===== src/rtl/sw_code_debounce.sv =====
// Slide-switch conditioner: 2-flop synchronizer, shared stability counter, registered code + change strobe.
// Optional LED running-light scan mode is compiled in when the SW_SCAN_EN macro is defined.
module sw_code_debounce #(
  parameter int unsigned DEB_CYCLES = 1_000_000,
  parameter int unsigned SCAN_DIV   = 25_000_000
) (
  input  logic       Clk_In,
  input  logic       Rst_n_In,
  input  logic [2:0] Sw_In,
`ifdef SW_SCAN_EN
  input  logic       Mode_In,
`endif
  output logic [2:0] Code_Out,
  output logic       Chg_Out
);

  localparam int unsigned CW = $clog2(DEB_CYCLES);
  localparam logic [CW-1:0] CNT_MAX = CW'(DEB_CYCLES - 1);

  if (DEB_CYCLES < 2 || SCAN_DIV < 2) begin : g_bad_params
    $error("sw_code_debounce: DEB_CYCLES and SCAN_DIV must both be >= 2");
  end

  typedef enum logic {
    STABLE,
    SETTLE
  } state_t;

  logic [2:0]    sw_s1, sw_s2;
  state_t        state;
  logic [2:0]    cand;
  logic [CW-1:0] cnt;
  logic          accept;

  always_ff @(posedge Clk_In or negedge Rst_n_In) begin
    if (!Rst_n_In) begin
      sw_s1 <= '0;
      sw_s2 <= '0;
    end else begin
      sw_s1 <= Sw_In;
      sw_s2 <= sw_s1;
    end
  end

  // candidate has matched the synchronized word for the full window on this edge
  always_comb begin
    accept = (state == SETTLE) && (sw_s2 == cand) && (cnt == CNT_MAX);
  end

`ifdef SW_SCAN_EN
  localparam int unsigned DW = $clog2(SCAN_DIV);
  localparam logic [DW-1:0] DIV_MAX = DW'(SCAN_DIV - 1);

  logic          mode_s1, mode_s2, mode_q;
  logic [DW-1:0] div;
  logic [2:0]    deb;
  logic [2:0]    deb_nxt;
  logic          mode_exit;
  logic          scan_step;

  always_ff @(posedge Clk_In or negedge Rst_n_In) begin
    if (!Rst_n_In) begin
      mode_s1 <= 1'b0;
      mode_s2 <= 1'b0;
      mode_q  <= 1'b0;
      div     <= '0;
    end else begin
      mode_s1 <= Mode_In;
      mode_s2 <= mode_s1;
      mode_q  <= mode_s2;
      if (!mode_s2 || div == DIV_MAX) div <= '0;
      else                            div <= div + 1'b1;
    end
  end

  // the debouncer keeps tracking during scan; deb holds its latest accepted word for scan exit
  always_comb begin
    deb_nxt   = accept ? cand : deb;
    mode_exit = !mode_s2 && mode_q;
    scan_step = mode_s2 && (div == DIV_MAX);
  end
`endif

  always_ff @(posedge Clk_In or negedge Rst_n_In) begin
    if (!Rst_n_In) begin
      state    <= STABLE;
      cand     <= '0;
      cnt      <= CNT_MAX;
      Code_Out <= '0;
      Chg_Out  <= 1'b0;
`ifdef SW_SCAN_EN
      deb      <= '0;
`endif
    end else begin
      Chg_Out <= 1'b0;
      case (state)
        STABLE: begin
          if (sw_s2 != cand) begin
            cand  <= sw_s2;
            cnt   <= '0;
            state <= SETTLE;
          end
        end
        SETTLE: begin
          if (sw_s2 != cand) begin
            cand <= sw_s2;
            cnt  <= '0;
          end else if (cnt != CNT_MAX) begin
            cnt <= cnt + 1'b1;
          end else begin
            state <= STABLE;
          end
        end
        default: state <= STABLE;
      endcase
`ifdef SW_SCAN_EN
      deb <= deb_nxt;
      if (mode_exit) begin
        Code_Out <= deb_nxt;
        Chg_Out  <= (deb_nxt != Code_Out);
      end else if (mode_s2) begin
        if (scan_step) begin
          Code_Out <= Code_Out + 3'd1;
          Chg_Out  <= 1'b1;
        end
      end else if (accept && cand != Code_Out) begin
        Code_Out <= cand;
        Chg_Out  <= 1'b1;
      end
`else
      if (accept && cand != Code_Out) begin
        Code_Out <= cand;
        Chg_Out  <= 1'b1;
      end
`endif
    end
  end

endmodule

===== config.mk =====
export PLATFORM = sky130hd
export DESIGN_NAME = sw_code_debounce
export DESIGN_NICKNAME = d
export VERILOG_FILES = /design/src/rtl/sw_code_debounce.sv
export SDC_FILE = /design/constraint.sdc
export NUM_CORES = 1
export LEC_CHECK = 0
export ABC_AREA = 1
export CAP_MARGIN = 40
export CORE_MARGIN = 10
export CORE_UTILIZATION = 30
export DETAILED_ROUTE_END_ITERATION = 7
export GPL_TIMING_DRIVEN = 0
export MAX_ROUTING_LAYER = met4
export PLACE_DENSITY = 0.44
export SLEW_MARGIN = 20
export SYNTH_ARGS = -nofsm -noshare
export SYNTH_HDL_FRONTEND = slang
export SYNTH_SLANG_ARGS = --single-unit

===== constraint.sdc =====
create_clock -name Clk_In -period 1.9 [get_ports Clk_In]
set_input_delay 0.38 -clock Clk_In [delete_from_list [all_inputs] [get_ports Clk_In]]
set_output_delay 0.38 -clock Clk_In [all_outputs]
set_load 0.005 [all_outputs]

[Yosys cells after proc, flatten, opt, wreduce, memory -nomap -nowiden]
Cells that the tools add are included.
Cells by class
  reduce and logical (&&, ||, !) cells: 4
  bitwise logic cells: 1
  add/subtract/negate cells: 1
  equality and inequality tests: 7
  multiplexer cells: 10
Operators by type and width (number)
  $mux 20: 3
  $pmux 20 s2: 1
  $add 20x1->20 const B: 1
  $eq 20x20->1 const B: 1
  $ne 20x20->1 const B: 1
  $ne 3x3->1: 2
  $mux 1: 4
  $eq 3x3->1: 1
  $logic_and 1x1->1: 3
  $mux 3: 1
  $ne 3x1->1 const B: 1
  $ne 2x2->1 const B: 1
  $pmux 1 s2: 1
  $reduce_and 2->1: 1
  $not 1->1: 1
Storage, ports and cells
  input port bits: 5
  logic and storage cells: 30
  register bits: 34
  output and inout port bits: 4

[Longest topological paths before layout]
Gate-level depths: netlist of the first run.
  depth after elaboration: 5
  depth in mapped cells: 11
  depth with buffers taken out: 10

[Least setup slack after synthesis of the first run]
No wires, ideal clock.
  path kind: flip-flop to flip-flop
  start point: register cnt[1]
  end point: register cnt[17]
  required time: 1.828 ns
  clock period less this slack: 1.580 ns
  library setup time: 0.072 ns
  setup slack: 0.320 ns
  data arrival time: 1.508 ns
  cell stages (with the launch flop): 12
  path buffers: 1
  path through: dfstp_2 > ha_1 > nand2_2 > nor2_4 > nand2_2 > nor2_2 > nand3_2 > buf_4 > nand3_1 > nand2_1 > nand2_1 > inv_1
On the way
  word-level cells in the longest chain between the ends: 4
  elaborated cells between the ends (all ways): 7
  classes of those cells: add/sub: 1; eq/ne: 2; mux: 3; reduce/logical: 1
Ends and longest elaborated chain
  start: declaration: line 32  | logic [CW-1:0] cnt;
  start signal: assignment: line 109  | cnt <= cnt + 1'b1;
  $add 20x1->20: line 109
  $mux 20: line 108  | end else if (cnt != CNT_MAX) begin
  $mux 20: line 105  | if (sw_s2 != cand) begin
  $pmux 20 s2: line 96  | case (state)
Several ways; a longest one is shown, not always the timed one. The select of a mux whose other input is x is not followed.
A chain may end at the register's enable or synchronous reset.

[Final worst setup path of the first run]
  start point: register cnt[1]
  end point: register cnt[11]
Same word-level chain as after synthesis.

==> reports/metrics.cfg, run 1 <==
[timing]
slew_headroom_pct=75.22
hold_viol=0
worst_pin_slew_ns=0.3704
finClkSkew_ns=0.002349
finalCritPeriodShare_pct=93.38
fmax_mhz=563.6
fin_ws_ns=0.1257
fin_tns_setup_ns=0
layout_min_cycle_time_ns=1.774
setup_viol=0
final_max_slew_viol_count=0

[setup_path]
cp.arrival_ns=2.00
path_depth=10
cpLargestDelayFamily=simple AND/OR/NAND/NOR gates
critPathSlowestCell=dfstp_2
required_ns=2.12
worstSetupStartpoint=cnt[1]
crit_chain=ha_2, nand2_2, nor2_4, nand2_4, nor2_4, nand3_4, nand2_4, buf_8, nand2_1, o21ai_1
critPathKind=reg -> reg
slowest_delay_ns=0.54
end_kind=flip-flop
start_kind=flip-flop
cp_max_fo=10
r2r-start=cnt[1]
ff2ff_path_depth=10
r2r_slack_ns=0.13
path_buf_inv=1
r2r_end=cnt[11]

[job]
cap_violations=0

[floorplan]
io_pins=9
die_w_um=100.7
row_count=29
die_y_um=100.7
core_mm2=0.006350
die-area_mm2=0.01015
initial_utilization_pct=30.80

[finish]
seq_area_um2=865.8
final_common_cell=nand2_1
drive_gt1_share_pct=16.72
fillers=686
layout.nets=292
antennaDiodeCount=0
area_growth_pct=19.51
multi_input_area_um2=944.7
layout_common_cells=nand2_1, inv_1, nand3_1

[placed_design]
dp_slack_ns=0.09723
dp_hpwl_mm=3.632
port_buffers=8
gp_congestion=0.8232

[routing]
num_vias=1718
via_per_inst=4.720
wl_per_cell_um=13.49
drcViolationCount=0
dr.first_iter.drc_count=106
wl_mm=4.909
dr.pass1.iters=4
ant_nets=0

[clock_network]
h-tree-depth=2
insertion_delay_ns=0.29
cts_tree=built
cts_made_buffers=5
cts_num_sinks=34
cts-root-buf=clkbuf_8
clk_pin_slew_worst_paths_ns=0.08
cts_max_path_buffers=2

[worst_hold_path]
hold_class=reg -> reg
hold_depth=0
holdCritStartpoint=sw_s1[2]
hold_end=sw_s2[2]

[grt]
grt_max_degree=24
gr-usage-all-layers_pct=10.51
grt_pass1_vias=1698
overflow=0
antenna_found_initial=0
grt_pass1_wl_mm=8.259

[yosys]
syn_area_per_cell_um2=7.408
ys_seq_area_share_pct=44.27
syn_area_mm2=0.001956
synth-seq-cells=34
synth_fp_nets=270
yosys_warnings=0
netlist_instances=264
ys_types=29

[pwr]
power_density_mw_per_mm2=640.8
vdd_drop_max_uv=390.2
p_leak_nw=1.063

[status]
status=complete, no violations

## registers in the layout, summed over array words and instances, names as in the netlist
register / cells
sw_s2: 3
sw_s1: 3
cnt: 20
cand: 3
state: 1
Code_Out: 3
Chg_Out: 1
## metrics by stage
stage | power [W] | util (%) | instance area (um2) | instances | hold slack, ns
5_1_grt | 0.001566 | 36.81 | 2337 | 364 | 0.3696
4_1_cts | 0.001528 | 35.76 | 2271 | 359 | 0.3566
3_3_place_gp | 0.0008187 | 33.58 | 2132 | 349 | 0.3324
3_5_place_dp | 0.0008238 | 33.81 | 2147 | 350 | 0.2950
6_report | 0.001498 | 36.81 | 2337 | 364 | 0.3528
2_1_floorplan | 0.0007869 | - | 1956 | 264 | 0.08441
## Yosys cell counts
cell      count  area [um2]
nand2_4       2       22.52
dfrtp_1      22       550.5
buf_4         1       7.510
and2_1        1       6.260
dfstp_2      12       315.3
nor2_1       27       101.4
inv_1        35       131.4
nor2_4        2       22.52
o22ai_1       1       6.260
nor3_1        1       5.000
or2_2         1       6.260
o21ai_0       3       15.01
clkbuf_1      3       11.26
nand3_2       1       10.01
nand2_2       3       18.77
o21ai_1      13       65.06
inv_2         2       7.510
o211ai_1      1       7.510
nand3_1      28       140.1
xnor2_1       5       43.79
o21bai_1      1       7.510
xor2_1        5       43.79
buf_2         1       5.000
nand4_1      10       62.56
buf_6         1       11.26
nand2_1      76       285.3
o21ai_2       1       8.760
nor2_2        4       25.02
ha_1          1       12.51
## metal layers
layer  GRT usage (%)  part of all wire (%)  vias up
met5               -                     0        -
met4           2.609                  0.75        0
met3           3.155                   4.0        5
met2           16.41                    47       25
met1           12.93                    48      813
li1                -                     -      875
## layout make-up
type                       instances  share of cell area [%]
multi-input combinational        188                   40.42
tap                               77                   4.122
sequential                        34                   37.04
clock buffer                       5                   2.944
inverter                          37                   5.942
buffer                             6                   1.820
clock inverter                     3                   1.927
timing repair buffer              14                   5.782
## power by group
part	internal [W]	switching, W
Clock	0.000390	0.000298
Combinational	0.0000252	0.0000389
Sequential	0.000737	0.00000846
Total	0.00115	0.000346
## kinds of logic after synthesis
kind of cell	after synthesis	synth area share (%)
compound gates	20	5.630
xor+xnor	10	4.478
fa+ha+maj	1	0.6397
buf+inv	43	8.893
flops	34	44.27
simple gates	156	36.08
## worst max path at each step
stage,to,slack [ns]
floorplan,cnt[17],0.32
global placement,sw_s1[1],-0.41
detailed placement,cnt[9],0.1
CTS,cnt[10],0.08
global route,cnt[9],-0.007
finish,cnt[11],0.13
## what timing repair did
action,in CTS,in global routing
hold endpoints to repair,7,0
endpoints found under the setup margin,0,13
buffers inserted,0,4
resized for setup,0,7
hold buffers,1,0
## worst reg2reg max path: stages, from the launching register on
cell and delay (ns):
dfstp_2 0.54, ha_2 0.19, nand2_2 0.09, nor2_4 0.15
nand2_4 0.08, nor2_4 0.12, nand3_4 0.11, nand2_4 0.14
buf_8 0.15, nand2_1 0.06, o21ai_1 0.07
(Power assumes the default switching activity.)
==> run 2: changes to the inputs <==
--- a/config.mk
+++ b/config.mk
@@ -10,6 +10,7 @@
 export CORE_MARGIN = 10
 export CORE_UTILIZATION = 30
 export DETAILED_ROUTE_END_ITERATION = 7
+export GPL_ROUTABILITY_DRIVEN = 0
 export GPL_TIMING_DRIVEN = 0
 export MAX_ROUTING_LAYER = met4
 export PLACE_DENSITY = 0.44
==> results of run 2 <==
The final DEF is identical to that of run 1; final timing and power are the same.
